[config.mk]
export PLATFORM = sky130hd
export DESIGN_NAME = rr_mux_sched
export DESIGN_NICKNAME = d
export VERILOG_FILES = /design/src/rtl/rr_mux_pkg.sv /design/src/rtl/rr_pick16.sv /design/src/rtl/rr_mux_sched.sv
export SDC_FILE = /design/constraint.sdc
export NUM_CORES = 1
export LEC_CHECK = 0
export BUFFER_PORTS_ARGS = -buffer_cell sky130_fd_sc_hd__buf_2
export CORE_AREA = 3 3 122 124
export DETAILED_ROUTE_END_ITERATION = 7
export DIE_AREA = 0 0 125 127
export GPL_ROUTABILITY_DRIVEN = 1
export PLACE_DENSITY = 0.74
export SLEW_MARGIN = 15
export SYNTH_ARGS = -nofsm -noshare
export SYNTH_HDL_FRONTEND = slang
export SYNTH_SLANG_ARGS = --single-unit
[constraint.sdc]
create_clock -name clk -period 6.69 [get_ports clk]
set_input_delay 0.3345 -clock clk [delete_from_list [all_inputs] [get_ports clk]]
set_output_delay 0.3345 -clock clk [all_outputs]
set_load 0.1 [all_outputs]
[src/rtl/rr_mux_pkg.sv]
// Shared types and helpers for the round-robin 16:1 mux scheduler.
// Latency: none (declarations only).
// Backpressure: n/a.
package rr_mux_pkg;

   localparam int N     = 16;
   localparam int SEL_W = 4;

   typedef enum logic {
      IDLE = 1'b0,
      GNT  = 1'b1
   } state_t;

   // One-hot vector with a single bit set at position idx.
   function automatic logic [N-1:0] onehot16(input logic [SEL_W-1:0] idx);
      onehot16 = {{(N-1){1'b0}}, 1'b1} << idx;
   endfunction

endpackage

[src/rtl/rr_pick16.sv]
// Wrap-around first-one finder over a 16-bit vector, scanning from a start index.
// Latency: purely combinational.
// Backpressure: n/a; found=0 when the vector is empty.
module rr_pick16
   import rr_mux_pkg::*;
(
   input  logic [N-1:0]     vec,
   input  logic [SEL_W-1:0] start,
   output logic [SEL_W-1:0] idx,
   output logic             found
);

   logic [SEL_W-1:0] pos;

   // Scan from the far end back toward start so the nearest set bit after start wins.
   always_comb begin
      idx   = '0;
      found = 1'b0;
      pos   = '0;
      for (int k = N - 1; k >= 0; k--) begin
         pos = start + SEL_W'(k);
         if (vec[pos]) begin
            idx   = pos;
            found = 1'b1;
         end
      end
   end

endmodule

[src/rtl/rr_mux_sched.sv]
// Round-robin scheduler owning the select of a shared 16:1 single-bit data mux.
// Latency: grant 1 cycle after req sampled high; back-to-back regrant on release with no idle cycle.
// Backpressure: a grant is held until done[sel], req[sel] low, or MAX_HOLD cycles (forced, tmo pulse).
module rr_mux_sched
   import rr_mux_pkg::*;
#(
   parameter int MAX_HOLD = 8,
   parameter int HOLD_W   = 8
) (
   input  logic             clk,
   input  logic             rst,
   input  logic [N-1:0]     req,
   input  logic [N-1:0]     done,
   input  logic [N-1:0]     in,
   output logic [N-1:0]     gnt,
   output logic [SEL_W-1:0] sel,
   output logic             busy,
   output logic             y,
   output logic             tmo
);

   state_t              state, state_n;
   logic [N-1:0]        gnt_n;
   logic [SEL_W-1:0]    sel_n;
   logic                busy_n;
   logic                tmo_n;
   logic [SEL_W-1:0]    ptr, ptr_n;
   logic [HOLD_W-1:0]   hold_cnt, hold_n;

   logic [SEL_W-1:0]    idle_idx, nxt_idx;
   logic                idle_found, nxt_found;
   logic                at_limit, holder_done, holder_req, rel;

   // Fresh search from IDLE starts just past the last granted index.
   rr_pick16 u_pick_idle (
      .vec   (req),
      .start (ptr + SEL_W'(1)),
      .idx   (idle_idx),
      .found (idle_found)
   );

   // Regrant search excludes the current holder so it cannot win twice in a row.
   rr_pick16 u_pick_next (
      .vec   (req & ~onehot16(sel)),
      .start (sel + SEL_W'(1)),
      .idx   (nxt_idx),
      .found (nxt_found)
   );

   assign holder_done = done[sel];
   assign holder_req  = req[sel];
   assign at_limit    = (hold_cnt == HOLD_W'(MAX_HOLD - 1));
   assign rel         = holder_done | ~holder_req | at_limit;

   // State and registered outputs; reset drops the grant at once and rewinds the pointer.
   always_ff @(posedge clk or posedge rst) begin
      if (rst) begin
         state    <= IDLE;
         gnt      <= '0;
         sel      <= '0;
         busy     <= 1'b0;
         tmo      <= 1'b0;
         ptr      <= SEL_W'(N - 1);
         hold_cnt <= '0;
      end else begin
         state    <= state_n;
         gnt      <= gnt_n;
         sel      <= sel_n;
         busy     <= busy_n;
         tmo      <= tmo_n;
         ptr      <= ptr_n;
         hold_cnt <= hold_n;
      end
   end

   // Next-state and next-output decisions for the grant FSM.
   always_comb begin
      state_n = state;
      gnt_n   = gnt;
      sel_n   = sel;
      busy_n  = busy;
      tmo_n   = 1'b0;
      ptr_n   = ptr;
      hold_n  = hold_cnt;
      case (state)
         IDLE: begin
            gnt_n  = '0;
            busy_n = 1'b0;
            if (idle_found) begin
               sel_n   = idle_idx;
               gnt_n   = onehot16(idle_idx);
               busy_n  = 1'b1;
               ptr_n   = idle_idx;
               hold_n  = '0;
               state_n = GNT;
            end
         end
         GNT: begin
            if (rel) begin
               // Only a release forced purely by the hold limit counts as a timeout.
               tmo_n = at_limit & ~holder_done & holder_req;
               if (nxt_found) begin
                  sel_n  = nxt_idx;
                  gnt_n  = onehot16(nxt_idx);
                  ptr_n  = nxt_idx;
                  hold_n = '0;
               end else begin
                  gnt_n   = '0;
                  busy_n  = 1'b0;
                  hold_n  = '0;
                  state_n = IDLE;
               end
            end else begin
               hold_n = hold_cnt + HOLD_W'(1);
            end
         end
         default: begin
            state_n = IDLE;
            gnt_n   = '0;
            busy_n  = 1'b0;
         end
      endcase
   end

   // Shared data mux: the selected requester's bit, forced low whenever nothing is granted.
   assign y = busy & in[sel];

endmodule

After elaboration in Yosys (flattened, before gate mapping)
Index checks and enable logic that the tools add are counted.

word-level totals
  register bits after elaboration = 35
  input bits = 50
  output and inout bits = 23
  word-level logic and storage cells = 247

cells by class
  add/subtract/negate cells = 33
  $lt $le $gt $ge = 33
  equality and inequality tests = 5
  shift operators = 3
  muxes and demuxes = 154
  bitwise logic cells = 10
  reduce and logical (&&, ||, !) cells = 2

operator list
  cell                                                        number
  less-than comparator 4 x 5 -> 1 bit, second input constant  33
  binary-select mux 1 bit (select 4 bit)                      35
  two-way mux 4 bit                                           35
  two-way mux 1 bit                                           74
  adder 4 bit, second input constant                          16
  two-way mux 16 bit                                          3
  left shift 1 x 4 -> 16 bit, first input constant            3
  adder 4 x 3 -> 4 bit, second input constant                 8
  case mux 16 bit (2 select lines)                            1
  adder 4 x 1 -> 4 bit, second input constant                 4
  adder 4 x 2 -> 4 bit, second input constant                 4
  AND 16 bit                                                  1
  two-way mux 8 bit                                           2
  inverter 16 bit                                             1
  case mux 8 bit (2 select lines)                             1
  adder 8 x 1 -> 8 bit, second input constant                 1
  equality test 8 x 3 -> 1 bit, second input constant         1
  case mux 4 bit (2 select lines)                             1
  != test 2 x 1 -> 1 bit, second input constant               2
  != test 2 bit, second input constant                        2
  case mux 1 bit (2 select lines)                             2
  AND 1 bit                                                   3
  inverter 1 bit                                              3
  AND reduction 3 bit                                         1
  2 further kinds                                             3

Logic depth before layout (Yosys ltp)
  depth in word-level cells = 25
  gate-level depth with buffers = 22
  mapped depth without buffers = 15

By module
A second synthesis with hierarchy kept.

unflattened totals
  cells, all modules = 747
  area total of the unflattened synthesis = 7,235.7 um^2

modules (own cells, without submodules)
  module        instances  cells each  area each (um^2)  sequential area each (um^2)
  rr_pick16     2          257         2,384.8           0.0
  rr_mux_sched  1          233         2,466.1           880.8

Least setup slack after synthesis
No wires, ideal clock.

  path type = reg2reg
  start = register sel[0]
  end = register gnt[3]
  setup time = 126 ps
  arrival time = 5,698 ps
  data required time = 6,564 ps
  path slack = 866 ps
  cell stages (with the launch flop) = 20
  buffers on the path = 5
  clock period less this slack = 5,824 ps
  cell sequence = dfrtp_1 buf_2 inv_2 buf_4 buf_1 clkbuf_1 ha_1 inv_1 buf_1 ha_1 o21ai_0 o22ai_1 xnor2_2 mux4_2 a2111oi_0 nand4_1 nor4_1 nor2_1 and3_1 a221o_1

on the way
  longest elaborated chain between the ends = 25
  elaborated cells on any way between the ends = 95
  classes of those cells = 16 x add/sub; 1 x eq/ne; 2 x shift; 71 x mux; 5 x bitwise

RTL lines
  what                                                                           line                RTL
  from (decl)                                                                    rr_mux_sched.sv:16  output logic [SEL_W-1:0] sel,
  from (signal assigned)                                                         rr_mux_sched.sv:68  sel <= sel_n;
  parallel branches: the longest is 25 deep, another holds adder 4 x 1 -> 4 bit  -
  to (signal assigned)                                                           rr_mux_sched.sv:67  gnt <= gnt_n;
  to (decl)                                                                      rr_mux_sched.sv:15  output logic [N-1:0] gnt,

Parallel ways; which one is timed is not known. The select of a mux whose other input is x is not followed.
A chain may end at the register's enable or synchronous reset.

Final worst setup path
  start = register ptr[0]
  end = register gnt[10]

on the way
  longest elaborated chain between the ends = 23
  elaborated cells on any way between the ends = 83
  classes of those cells = 16 x add/sub; 1 x shift; 66 x mux

RTL lines
  what                                     line                RTL
  from (decl)                              rr_mux_sched.sv:27  logic [SEL_W-1:0] ptr, ptr_n;
  from (signal assigned)                   rr_mux_sched.sv:63  ptr <= SEL_W'(N - 1);
  from (signal assigned)                   rr_mux_sched.sv:71  ptr <= ptr_n;
  adder 4 x 1 -> 4 bit (*)                 rr_mux_sched.sv:37  .start (ptr + SEL_W'(1)),
  adder 4 bit                              rr_pick16.sv:21     pos = start + SEL_W'(k);
  binary-select mux 1 bit (select 4 bit)   rr_pick16.sv:22     if (vec[pos]) begin
  two-way mux 1 bit (not written as such)  rr_pick16.sv:22
  two-way mux 4 bit (16 in series)         rr_pick16.sv:22
  left shift 1 x 4 -> 16 bit               rr_mux_pkg.sv:16    onehot16 = {{(N-1){1'b0}}, 1'b1} << idx;
  two-way mux 16 bit (*)                   rr_mux_sched.sv:89  if (idle_found) begin
  case mux 16 bit (2 select lines) (*)     rr_mux_sched.sv:85  case (state)

Every way passes the cells marked *; elsewhere a longest branch is shown, timed or not. The select of a mux whose other input is x is not followed.

==> results list <==
- The flow ran to the end, and the final reports show no timing, DRC or antenna violations.
- Effective utilization at floorplan: 55.0%
- Counting flops with a built-in enable in the synthesized netlist gives 0.
- Counting stages on the worst path, the most repeated cell is ha_1.
* Worst clock skew: 0.00533 ns
* Arrival @ worst endpoint: 5.57 ns
- The library cell used most frequently in the layout, excluding fill and tap cells, is nand2_1.
* Max Clock Freq: 187 MHz
- Antenna Violating Nets Remaining: 0
- Gate count of the mapped netlist: 910
- I/O pin count: 73
- CTS tree: yes
* PostCTS Resize Cnt: 0
* Final Cycle Share: 80.1%
- Clock buffer count from CTS: 5
* Largest net degree at the start of global routing: 47
- After floorplanning, the core was divided into 43 placement rows.
- Worst Hold Margin: 0.144 ns
- Yosys warning total: 0
- For this block, the initial DRC count from the detailed router was 1002.
* Post-synthesis instance area: 7630 sq um
- Top library cells by usage in the layout, fill and taps aside: nand2_1, buf_2, nor2_1, mux2i_1, a21oi_1
* Core box area: 13900 sq um
- Clock Pin Slew Worst Setup and Hold Paths: 0.05 ns
- During placement, the flow inserted port buffers numbering 72.
* Number of iterations in the first detailed-routing pass: 5
- The die covers 15900 sq um.
* Clk root buf: clkbuf_16
- From bottom edge to top edge, the die measures 127 um.
- Most instantiated flip-flop cell in the synthesis netlist: dfrtp_1
* Worst hold path class: input port to async pin
* Synth-to-Final Area Change: 7.32%
- Unique masters post-synth: 93
- After clock tree synthesis, the flow added hold-fix buffers numbering 0.
- Number of maximum-capacitance violations: 0
* Fin nets: 1016
- Detailed Place HPWL: 19800 um
- RD Place Congestion: 0.991
- Sum of buffers and inverters on the critical path: 2
* Vias per cell: 7.14
- After detailed routing, the average wire length per cell comes to 22.7 um.
- The biggest area contributor in the post-synthesis netlist is mux4_2.
* Flop and latch count out of synthesis: 35
- Subtracting the final worst setup slack from the clock period gives 5.36 ns.
- Pin slew with the least headroom to its limit: 0.910 ns
- Via count of the first global-routing pass: 7385
- The first global-routing pass estimated 40700 um of wire.
- The clock passes through at most 2 buffers.
- Insertion delay of the later-clocked pin in the worst-skew pair: 0.28 ns
- Summed over all layers, the global routing overflow is 0.
* Setup repair after global routing missed its margin: no
- Max incr delay on CP: 0.76 ns
* Share of the synthesized area in the top cell type: 12.7%
* Setup crit start kind: register
* Crit end category: register
- The critical path is of the register to register type.
* Antenna fix cells: 0
- Share of final-layout standard cells stronger than drive strength 1: 23.1%
* Number of antenna violations at the first check in global routing: 0
* Sum of negative setup slack: 0 ns
* Final hold vios: 0
- Final routed wirelength across all metal layers: 25600 um
- Max-slew violation count: 0
- The routed layout has 8052 vias.
* Post-synthesis async set-or-reset flop share: 100%
- Crit-path max FO: 18
* CTS sink count: 35
* Mean Syn Cell Area: 8.38 sq um
- The clock tree synthesis step divided the H-tree into 2 levels.
- Post-synthesis net count: 979
- In this run the horizontal extent of the chip is 125 um.
* Total DRC errors in the routed layout: 0
- Ranked by total cell area, the synthesized netlist is headed by mux4_2, dfrtp_1, mux2i_1.
- Setup violations remaining at the end of the flow were counted as 0.
* Cell family contributing the most delay on the critical path: compound AO/OA/AOI/OAI gates
- Slew HR: 38.9%
* Cell at the slowest stage of the critical path: a2111oi_0
* Worst path cell trace: ha_1, xnor2_1, buf_4, inv_2, ha_1, nor2b_1, or3_1, and2_1, o211ai_1, nand2_1, a21boi_0, a2111oi_0, o31ai_2, or2_1, a211oi_1, a221o_1
- The number of setup buffers added after CTS is 0.
- Required time of the critical path: 6.90 ns
- GRT Total Usage: 31.4%
* Portion of the post-synthesis area used by sequential elements: 11.5%
- Total of fill cells in the finished design: 1314
==> final cells by class <==
class	instances	area, sq um	share of cell area (%)
Inverter	28	108	1.31
Multi-Input combinational cell	791	6350	77.6
Timing Repair Buffer	86	465	5.69
Tap cell	180	225	2.75
Sequential cell	35	882	10.8
Clock buffer	8	156	1.91
==> tightest hold or removal path, stage by stage <==
cell   delay [ns]
buf_2        0.09
inv_1        0.04
buf_4        0.38
==> per-layer routing <==
metal  GRT usage (%)  vias up  routed length [um]
met1            41.9     3859               10300
met3            5.31       75                2160
met2            51.1      449               12000
li1                -     3669                   -
met4            12.8        0                1070
met5               0        -                   0
==> state kept, by name, indices dropped and copies added (netlist names) <==
signal / flops
ptr: 4
gnt: 16
busy: 1
tmo: 1
hold_cnt: 8
sel: 4
state: 1
==> synthesized netlist by cell type, types with 6 or more instances <==
library cell	n
clkbuf_1	25
a22o_1	7
buf_4	6
o211ai_1	24
a2111oi_0	8
o22ai_1	13
and2_1	15
xnor2_1	12
xnor2_2	7
and3_1	7
dfrtp_1	31
nand4_1	13
a21oi_1	47
mux2i_1	53
o221ai_1	6
o21ai_0	35
a32o_1	6
a31oi_1	8
o21a_1	9
nand2b_1	24
buf_2	15
nand3_1	34
o32ai_1	14
a211o_1	7
nor2_1	61
and3b_1	7
inv_2	6
mux2_2	36
nand2_1	93
nor2b_1	13
inv_1	21
ha_1	19
or3_1	6
xor2_1	8
nor3_1	20
a221o_1	12
a211oi_1	15
mux4_2	43
==> path summary, 6_finish.rpt <==
path,to,cells after the start,start,slack (ns)
setup reg to reg,gnt[10],16,ptr[0],1.33
min in group clk,gnt[9],2,gnt[9],0.50
max in group asynchronous,ptr[3],3,rst,6.21
hold / removal,gnt[2],3,rst,0.14
hold reg to reg,gnt[9],2,gnt[9],0.50
setup / recovery,gnt[10],16,ptr[0],1.33
==> metrics by stage <==
stage | utilization [%] | setup WS (ns) | cell area (sq um) | cells
finish | 59.0 | 1.33 | 8190 | 1128
global route | 59.0 | 1.01 | 8190 | 1128
CTS | 59.0 | 1.38 | 8190 | 1128
detailed placement | 57.9 | 1.40 | 8030 | 1120
global placement | 57.9 | 1.44 | 8030 | 1120
floorplan | - | 0.866 | 7630 | 910
==> kinds of logic (layout without fill, tap and decap cells) <==
group	count (synthesis)	in the layout	share of synthesized area [%]
simple gates	329	329	22.4
compound gates	279	279	27.6
mux	134	134	25.4
buf+inv	84	122	5.22
flops	35	35	11.5
xor+xnor	30	30	4.67
fa+ha+maj	19	19	3.12
Power is left out: the tool's default activity adds up to more than one toggle a clock period on the data nets, which glitch-free logic cannot reach.
